===== src/rtl/player_status_manager.sv =====
// Player state tracker: lives, 2-digit BCD score, post-hit invulnerability window and game FSM.
// Latency: every output is registered and reflects an input event one clk after it is sampled.
// Backpressure: none; all event inputs are consumed unconditionally on the clk they are seen.
module player_status_manager #(
    parameter int INIT_LIVES    = 3,
    parameter int MAX_LIVES     = 5,
    parameter int INVULN_FRAMES = 32
) (
    input  logic       clk,
    input  logic       resetN,
    input  logic       startOfFrame,
    input  logic       hit_pulse,
    input  logic       heart_collision,
    input  logic       start_key,
    output logic [2:0] lives,
    output logic [3:0] score_ones,
    output logic [3:0] score_tens,
    output logic       invulnerable,
    output logic       blink,
    output logic       game_over,
    output logic       game_active
);

    typedef enum logic [1:0] {
        ST_IDLE,
        ST_PLAY,
        ST_INVULN,
        ST_GAME_OVER
    } state_t;

    localparam logic [2:0] INIT_L = 3'(INIT_LIVES);
    localparam logic [2:0] MAX_L  = 3'(MAX_LIVES);
    localparam logic [7:0] INV_L  = 8'(INVULN_FRAMES);

    state_t     state;
    state_t     state_nxt;
    logic [2:0] lives_nxt;
    logic [2:0] lives_bonus;
    logic [3:0] ones_nxt;
    logic [3:0] tens_nxt;
    logic [7:0] inv_cnt;
    logic [7:0] inv_nxt;
    logic       heart_seen;
    logic       heart_nxt;
    logic       in_game;
    logic       bonus;

    // Hearts only count while a game is running; the bonus is granted on the frame boundary.
    assign in_game     = (state == ST_PLAY) || (state == ST_INVULN);
    assign bonus       = startOfFrame && heart_seen && in_game;
    assign lives_bonus = !bonus ? lives : ((lives >= MAX_L) ? MAX_L : lives + 3'd1);

    // Next-state logic: the bonus is folded in first, then the FSM acts on the bonused lives.
    always_comb begin
        state_nxt = state;
        lives_nxt = lives;
        ones_nxt  = score_ones;
        tens_nxt  = score_tens;
        inv_nxt   = inv_cnt;
        heart_nxt = heart_seen;

        // An overlap on the startOfFrame clk belongs to the frame that is just starting.
        if (in_game) begin
            heart_nxt = startOfFrame ? heart_collision : (heart_seen | heart_collision);
        end

        // BCD score increment, saturating at 99.
        if (bonus) begin
            if (score_ones == 4'd9) begin
                if (score_tens != 4'd9) begin
                    ones_nxt = 4'd0;
                    tens_nxt = score_tens + 4'd1;
                end
            end else begin
                ones_nxt = score_ones + 4'd1;
            end
        end

        case (state)
            ST_IDLE: begin
                if (start_key) begin
                    state_nxt = ST_PLAY;
                end
            end
            ST_PLAY: begin
                lives_nxt = lives_bonus;
                if (hit_pulse) begin
                    if (lives_bonus <= 3'd1) begin
                        state_nxt = ST_GAME_OVER;
                        lives_nxt = 3'd0;
                        heart_nxt = 1'b0;
                    end else begin
                        state_nxt = ST_INVULN;
                        lives_nxt = lives_bonus - 3'd1;
                        inv_nxt   = INV_L;
                    end
                end
            end
            ST_INVULN: begin
                lives_nxt = lives_bonus;
                if (startOfFrame) begin
                    if (inv_cnt <= 8'd1) begin
                        inv_nxt   = 8'd0;
                        state_nxt = ST_PLAY;
                    end else begin
                        inv_nxt = inv_cnt - 8'd1;
                    end
                end
            end
            ST_GAME_OVER: begin
                if (start_key) begin
                    state_nxt = ST_PLAY;
                    lives_nxt = INIT_L;
                    ones_nxt  = 4'd0;
                    tens_nxt  = 4'd0;
                    heart_nxt = 1'b0;
                end
            end
            default: begin
                state_nxt = ST_IDLE;
            end
        endcase
    end

    // State and registered outputs; status flags are decoded from the next state so they stay aligned.
    always_ff @(posedge clk or negedge resetN) begin
        if (!resetN) begin
            state        <= ST_IDLE;
            lives        <= INIT_L;
            score_ones   <= 4'd0;
            score_tens   <= 4'd0;
            inv_cnt      <= 8'd0;
            heart_seen   <= 1'b0;
            invulnerable <= 1'b0;
            blink        <= 1'b0;
            game_over    <= 1'b0;
            game_active  <= 1'b0;
        end else begin
            state        <= state_nxt;
            lives        <= lives_nxt;
            score_ones   <= ones_nxt;
            score_tens   <= tens_nxt;
            inv_cnt      <= inv_nxt;
            heart_seen   <= heart_nxt;
            invulnerable <= (state_nxt == ST_INVULN);
            blink        <= (state_nxt == ST_INVULN) && inv_nxt[2];
            game_over    <= (state_nxt == ST_GAME_OVER);
            game_active  <= (state_nxt == ST_PLAY) || (state_nxt == ST_INVULN);
        end
    end

endmodule

===== config.mk =====
export PLATFORM = sky130hd
export DESIGN_NAME = player_status_manager
export DESIGN_NICKNAME = d
export VERILOG_FILES = /design/src/rtl/player_status_manager.sv
export SDC_FILE = /design/constraint.sdc
export NUM_CORES = 1
export LEC_CHECK = 0
export ABC_AREA = 1
export CORE_MARGIN = 1
export CORE_UTILIZATION = 35
export CTS_CLUSTER_DIAMETER = 100
export DETAILED_ROUTE_END_ITERATION = 6
export PLACE_DENSITY = 0.53
export SYNTH_ARGS = -nofsm -noshare
export SYNTH_HDL_FRONTEND = slang
export SYNTH_SLANG_ARGS = --single-unit

===== constraint.sdc =====
create_clock -name clk -period 3.4 [get_ports clk]
set_input_delay 0.68 -clock clk [delete_from_list [all_inputs] [get_ports clk]]
set_output_delay 0.68 -clock clk [all_outputs]
set_load 0.01 [all_outputs]

* Word level (Yosys, flattened, before mapping)
Index checks and enable logic that the tools add are counted.
** Word-level totals
- Bits of input ports :: 6
- Flip-flop bits (word level) :: 26
- Output and inout bits :: 15
** Cells by class
- Bitwise gates (word level) :: 1
- Reductions and logical operators :: 11
- Eq/ne operators :: 12
- Order comparisons :: 3
- Add/subtract/negate cells :: 5
- Multiplexer cells :: 33
** Operators by type and width (count)
- $mux W4 :: 10
- $mux W8 :: 4
- $pmux W8 S2 :: 1
- $mux W3 :: 5
- $pmux W3 S3 :: 1
- $add A4 B1 Y4 const B :: 2
- $eq A2 B2 Y1 const B :: 4
- $le A8 B1 Y1 const B :: 1
- $mux W2 :: 4
- $ne A2 B2 Y1 const B :: 4
- $sub A8 B1 Y8 const B :: 1
- $mux W1 :: 6
- $pmux W2 S3 :: 1
- $eq A2 B1 Y1 const B :: 2
- $eq A4 B4 Y1 const B :: 1
- $ne A4 B4 Y1 const B :: 1
- $reduce_and A4 Y1 :: 1
- $add A3 B1 Y3 const B :: 1
- $ge A3 B3 Y1 const B :: 1
- $le A3 B1 Y1 const B :: 1
- $logic_and A1 B1 Y1 :: 3
- $reduce_bool A3 Y1 :: 1
- $sub A3 B1 Y3 const B :: 1
- $logic_not A2 Y1 :: 1
- 6 further kinds :: 7

* Longest topological paths before layout
- Depth after elaboration :: 10
- Gate-level depth with buffers :: 15

* Least setup slack after synthesis
OpenSTA, ideal clock, no wires.
- Path type :: register -> register
- Start :: register state[0]
- End :: register game_over
- Required time :: 3.279 ns
- Library setup time :: 0.121 ns
- Arrival :: 2.111 ns
- Buffers on the path :: 1
- Cell stages (with the launch flop) :: 14
- Path slack :: 1.167 ns
- Clock period less this slack :: 2.233 ns
- Cell sequence :: dfrtp_1 -> inv_1 -> ha_1 -> nor2_2 -> buf_6 -> nand2_1 -> nand2_2 -> inv_1 -> ha_1 -> nand2_2 -> nand3_1 -> a31oi_1 -> inv_1 -> ha_1
** On the way
- Longest elaborated chain between the ends :: 9
- Elaborated cells between the ends (all ways) :: 16
- Those cells by class :: order compare (1); eq/ne (4); mux (7); reduce/logical (4)
** RTL lines
- from (decl) :: RTL line 35 : state_t state;
- from (signal assigned) :: RTL line 139 : state <= state_nxt;
- $eq A2 B1 Y1 / $eq A2 B2 Y1 (equally long branches) :: RTL line 49, 79
- $logic_or A1 B1 Y1 :: RTL line 49 : assign in_game = (state == ST_PLAY) || (state == ST_INVULN);
- $logic_and A1 B1 Y1 :: RTL line 50 : assign bonus = startOfFrame && heart_seen && in_game;
- $mux W3 :: RTL line 51 : assign lives_bonus = !bonus ? lives : ((lives >= MAX_L) ? MAX_L : lives + 3'd1);
- $le A3 B1 Y1 :: RTL line 88 : if (lives_bonus <= 3'd1) begin
- $mux W1 :: RTL line 88
- $mux W2 :: RTL line 87 : if (hit_pulse) begin
- $pmux W2 S3 * :: RTL line 79 : case (state)
- named net state_nxt[0] :: RTL line 36 : state_t state_nxt;
- $eq A2 B2 Y1 * :: RTL line 147 : game_over <= (state_nxt == ST_GAME_OVER);
- to (signal assigned) :: RTL line 147
- to (decl) :: RTL line 20 : output logic game_over,
The timed path passes the listed nets; every way through them passes the cells marked *.
A chain may end at the register's enable or synchronous reset.

* Worst setup path in the final report
- Start :: register state[0]
- End :: register blink
** On the way
- Longest elaborated chain between the ends :: 10
- Elaborated cells between the ends (all ways) :: 20
- Those cells by class :: order compare (1); eq/ne (4); mux (10); reduce/logical (5)
** RTL lines
- $eq A2 B1 Y1 / $eq A2 B2 Y1 (equally long branches) :: RTL line 49, 79
- $logic_or A1 B1 Y1 :: RTL line 49
- $logic_and A1 B1 Y1 :: RTL line 50
- $mux W3 :: RTL line 51
- $le A3 B1 Y1 :: RTL line 88
- $mux W1 :: RTL line 88
- $mux W2 :: RTL line 87
- $pmux W2 S3 :: RTL line 79
- $eq A2 B2 Y1 :: RTL line 146 : blink <= (state_nxt == ST_INVULN) && inv_nxt[2];
- $logic_and A1 B1 Y1 * :: RTL line 146
- to (signal assigned) :: RTL line 146
- to (decl) :: RTL line 19 : output logic blink,
Every way passes the cells marked *; elsewhere a longest branch is shown, timed or not. The select of a mux whose other input is x is not followed.

==> impl_metrics.py <==
metrics = {
    "clocking": {
        "clock_latency_ps": 280,
        "clockBufferDepth": 2,
        "cts-resized-gates": 0,
        "path_clk_slew_ps": 90,
        "cts_hold_buffers": 0,
        "cts_tree": "built",
        "clock-sinks": 26,
        "root_buffer": "clkbuf_8",
        "htreeDepth": 1,
        "cts_made_buffers": 3,
        "post_cts_buffers": 0,
    },
    "critical_path": {
        "worstPathArrival_ps": 2790,
        "cpPeakStageDelay_ps": 440,
        "required_ps": 3620,
        "cp_max_fo": 7,
        "worstSetupStartpointType": "flip-flop",
        "critical_path_class": "flip-flop to flip-flop",
        "path_cells": "inv_1 > ha_1 > nor2_2 > nand2_1 > nand2_2 > inv_1 > ha_1 > nand2_2 > nand3_1 > a31oi_1 > ha_1 > inv_1 > nor2_1",
        "critPathCaptureType": "flip-flop",
        "cp_slowest_cell": "dfrtp_1",
        "r2r_start": "state[0]",
        "startpoint": "state[0]",
    },
    "timing": {
        "min_period_ps": 2570,
        "finalMaxSlewViolations": 0,
        "tns_ps": 0,
        "fin_ws_ps": 828,
        "hold_slack_ps": 523,
        "skew_ps": 2.17,
        "setup_violations": 0,
        "rsz0062_at_grt": "false",
        "worst_pin_slew_ps": 658,
        "finalHoldViolations": 0,
        "slew_headroom": 0.560,
        "min_period_over_period": 0.757,
        "max_freq_mhz": 389,
    },
    "logic_synthesis": {
        "synth_edf_count": 0,
        "yosys.area_share.adder": 0.0992,
        "ys_types": 29,
        "synth_top_family_by_area": "simple AND/OR/NAND/NOR gates",
        "synth_flop_cell": "dfrtp_1",
        "synth_seq_area_share": 0.370,
        "synthMuxAreaShare": 0,
        "ys_seq_elements": 26,
        "yosysTopAreaCellShare": 0.340,
        "synth_compound_area_frac": 0.126,
        "synth_warnings": 0,
        "synth-async-reset-ratio": 1.00,
        "syn-instance-count": 231,
        "syn_area_sq_um": 1770,
        "yosys-top-cells-area": "dfrtp_1 (34%), nand2_1 (12%), ha_1 (9.9%)",
        "synthTopCellsByCount": "nand2_1 (56), inv_1 (35), nor2_1 (27)",
        "yosys.area_share.xor_xnor": 0.0397,
        "synthSimpleGateAreaFrac": 0.276,
        "yosysMostFrequentCell": "nand2_1",
        "avgSynthCellArea_sq_um": 7.65,
        "netlist.top_cell.by_area": "dfrtp_1",
        "mappedNetlistNets": 251,
    },
    "route": {
        "ant_nets": 0,
        "via_per_inst": 4.63,
        "first_iter_violations": 75,
        "vias": 1494,
        "first_pass_iters": 7,
        "finalWirelength_um": 3800,
        "routedWlPerCell_um": 11.8,
        "drc": 0,
    },
    "die": {
        "num_io_pins": 21,
        "dieArea_sq_um": 5340,
        "num_rows": 25,
        "start_util": 0.369,
        "die_h_um": 73.0,
        "die_w_um": 73.0,
        "core_area_sq_um": 4790,
    },
    "layout": {
        "layout-drive-gt1-share": 0.0898,
        "multi_input_area_sq_um": 956,
        "layout.nets": 277,
        "antenna_cells": 0,
        "fillers": 505,
        "area_growth_pct": 20.1,
        "design_area_sq_um": 2120,
        "seq_area_sq_um": 653,
    },
    "placed_design": {
        "hpwl_um": 2930,
        "dpl-instance-area_sq_um": 2050,
        "gp_congestion": 0.885,
        "dp_slack_ps": 551,
        "io_buffers": 20,
    },
    "global_route": {
        "grt_antenna_before_repair": 0,
        "grt_max_degree": 16,
        "grt_pass1_wl_um": 6620,
        "track_usage": 0.164,
        "grt_pass1_vias": 1341,
        "grt-ovfl-total": 0,
    },
    "pwr": {
        "power_frac_clock": 0.129,
        "seqPwrFrac": 0.281,
        "p_switching_w": 0.000929,
        "cellPowerDensity_nw_per_um2": 959,
        "p_sw_frac": 0.456,
        "total_leakage_power_nw": 1.08,
        "ir_drop_uv": 376,
        "p_int_w": 0.00111,
        "p_comb_frac": 0.590,
    },
    "min_path": {
        "hold_start": "inv_cnt[1]",
        "min-delay-path-class": "flip-flop to flip-flop",
    },
    "status": {
        "status": "completed",
    },
    "job": {
        "maxCapViolCount": 0,
    },
}
-- power by group through the flow --
| stage | clock network, W | registers (W) | logic, W |
|---|---|---|---|
| after floorplan | 0 | 0.000591 | 0.000819 |
| after global placement | 0 | 0.000583 | 0.00120 |
| after detailed placement | 0 | 0.000582 | 0.00121 |
| after CTS | 0.000271 | 0.000576 | 0.00121 |
| after global routing | 0.000283 | 0.000595 | 0.00139 |
| final | 0.000263 | 0.000572 | 0.00120 |
-- layer usage --
layer,track usage,part of all wire,up-vias
met5,0,0,-
met4,0.0654,0.017,0
met3,0.0180,0.027,5
met2,0.229,0.42,21
met1,0.252,0.54,682
li1,-,-,786
-- sequential cells by signal (all words and copies together), names as in the netlist --
name / cells
score_tens: 4
blink: 1
inv_cnt: 8
invulnerable: 1
score_ones: 4
game_active: 1
state: 2
heart_seen: 1
lives: 3
game_over: 1
-- stage by stage --
stage / util / instances / total power (W)
2_1_floorplan: - / 231 / 0.00141
3_3_place_gp: 0.428 / 319 / 0.00179
3_5_place_dp: 0.428 / 319 / 0.00179
4_1_cts: 0.443 / 323 / 0.00206
5_1_grt: 0.443 / 323 / 0.00226
6_report: 0.443 / 323 / 0.00203
-- path summary, 6_finish.rpt --
kind / end / slack (ps) / cells after the start
hold reg to reg: inv_cnt[1] / 520 / 2
hold / removal: inv_cnt[1] / 520 / 2
setup reg to reg: blink / 830 / 13
max in group asynchronous: inv_cnt[6] / 1960 / 2
min in group asynchronous: lives[2] / 800 / 1
setup / recovery: blink / 830 / 13
-- placed cells by master (no fill, tap or decap), types with 3 or more instances in the layout --
master           instances
nand2_2                  6
clkdlybuf4s50_1         20
nor3_1                   3
nand2_1                 56
a21oi_1                 11
dfrtp_1                 24
o211ai_1                 3
nand4_1                  3
o21ai_0                 10
inv_1                   35
buf_4                    3
clkbuf_8                 3
nor2_1                  27
nand3_1                 10
xor2_1                   5
ha_1                    14
xnor2_1                  3
-- logic make-up after synthesis --
group,count (synthesis)
AND/OR/NAND/NOR,110
flip-flops,26
XOR/XNOR,8
AO/OA/AOI/OAI,35
adder cells (fa/ha/maj),14
buffers and inverters,38
-- cell type report --
| cell class | instances | share of cell area |
|---|---|---|
| Sequential cell | 26 | 0.308 |
| Multi-Input combinational cell | 167 | 0.450 |
| Clock inverter | 1 | 0.0142 |
| Inverter | 36 | 0.0637 |
| Clock buffer | 3 | 0.0195 |
| Tap cell | 67 | 0.0395 |
| Timing Repair Buffer | 23 | 0.105 |
-- worst max-delay path, delay by kind of cell (launching register included) --
kind            cells  cell delay (ps)
flops               1              440
compound gates      1              230
simple gates        6              830
buf+inv             3              180
fa+ha+maj           3              820
Power figures use the tool's default switching activity.
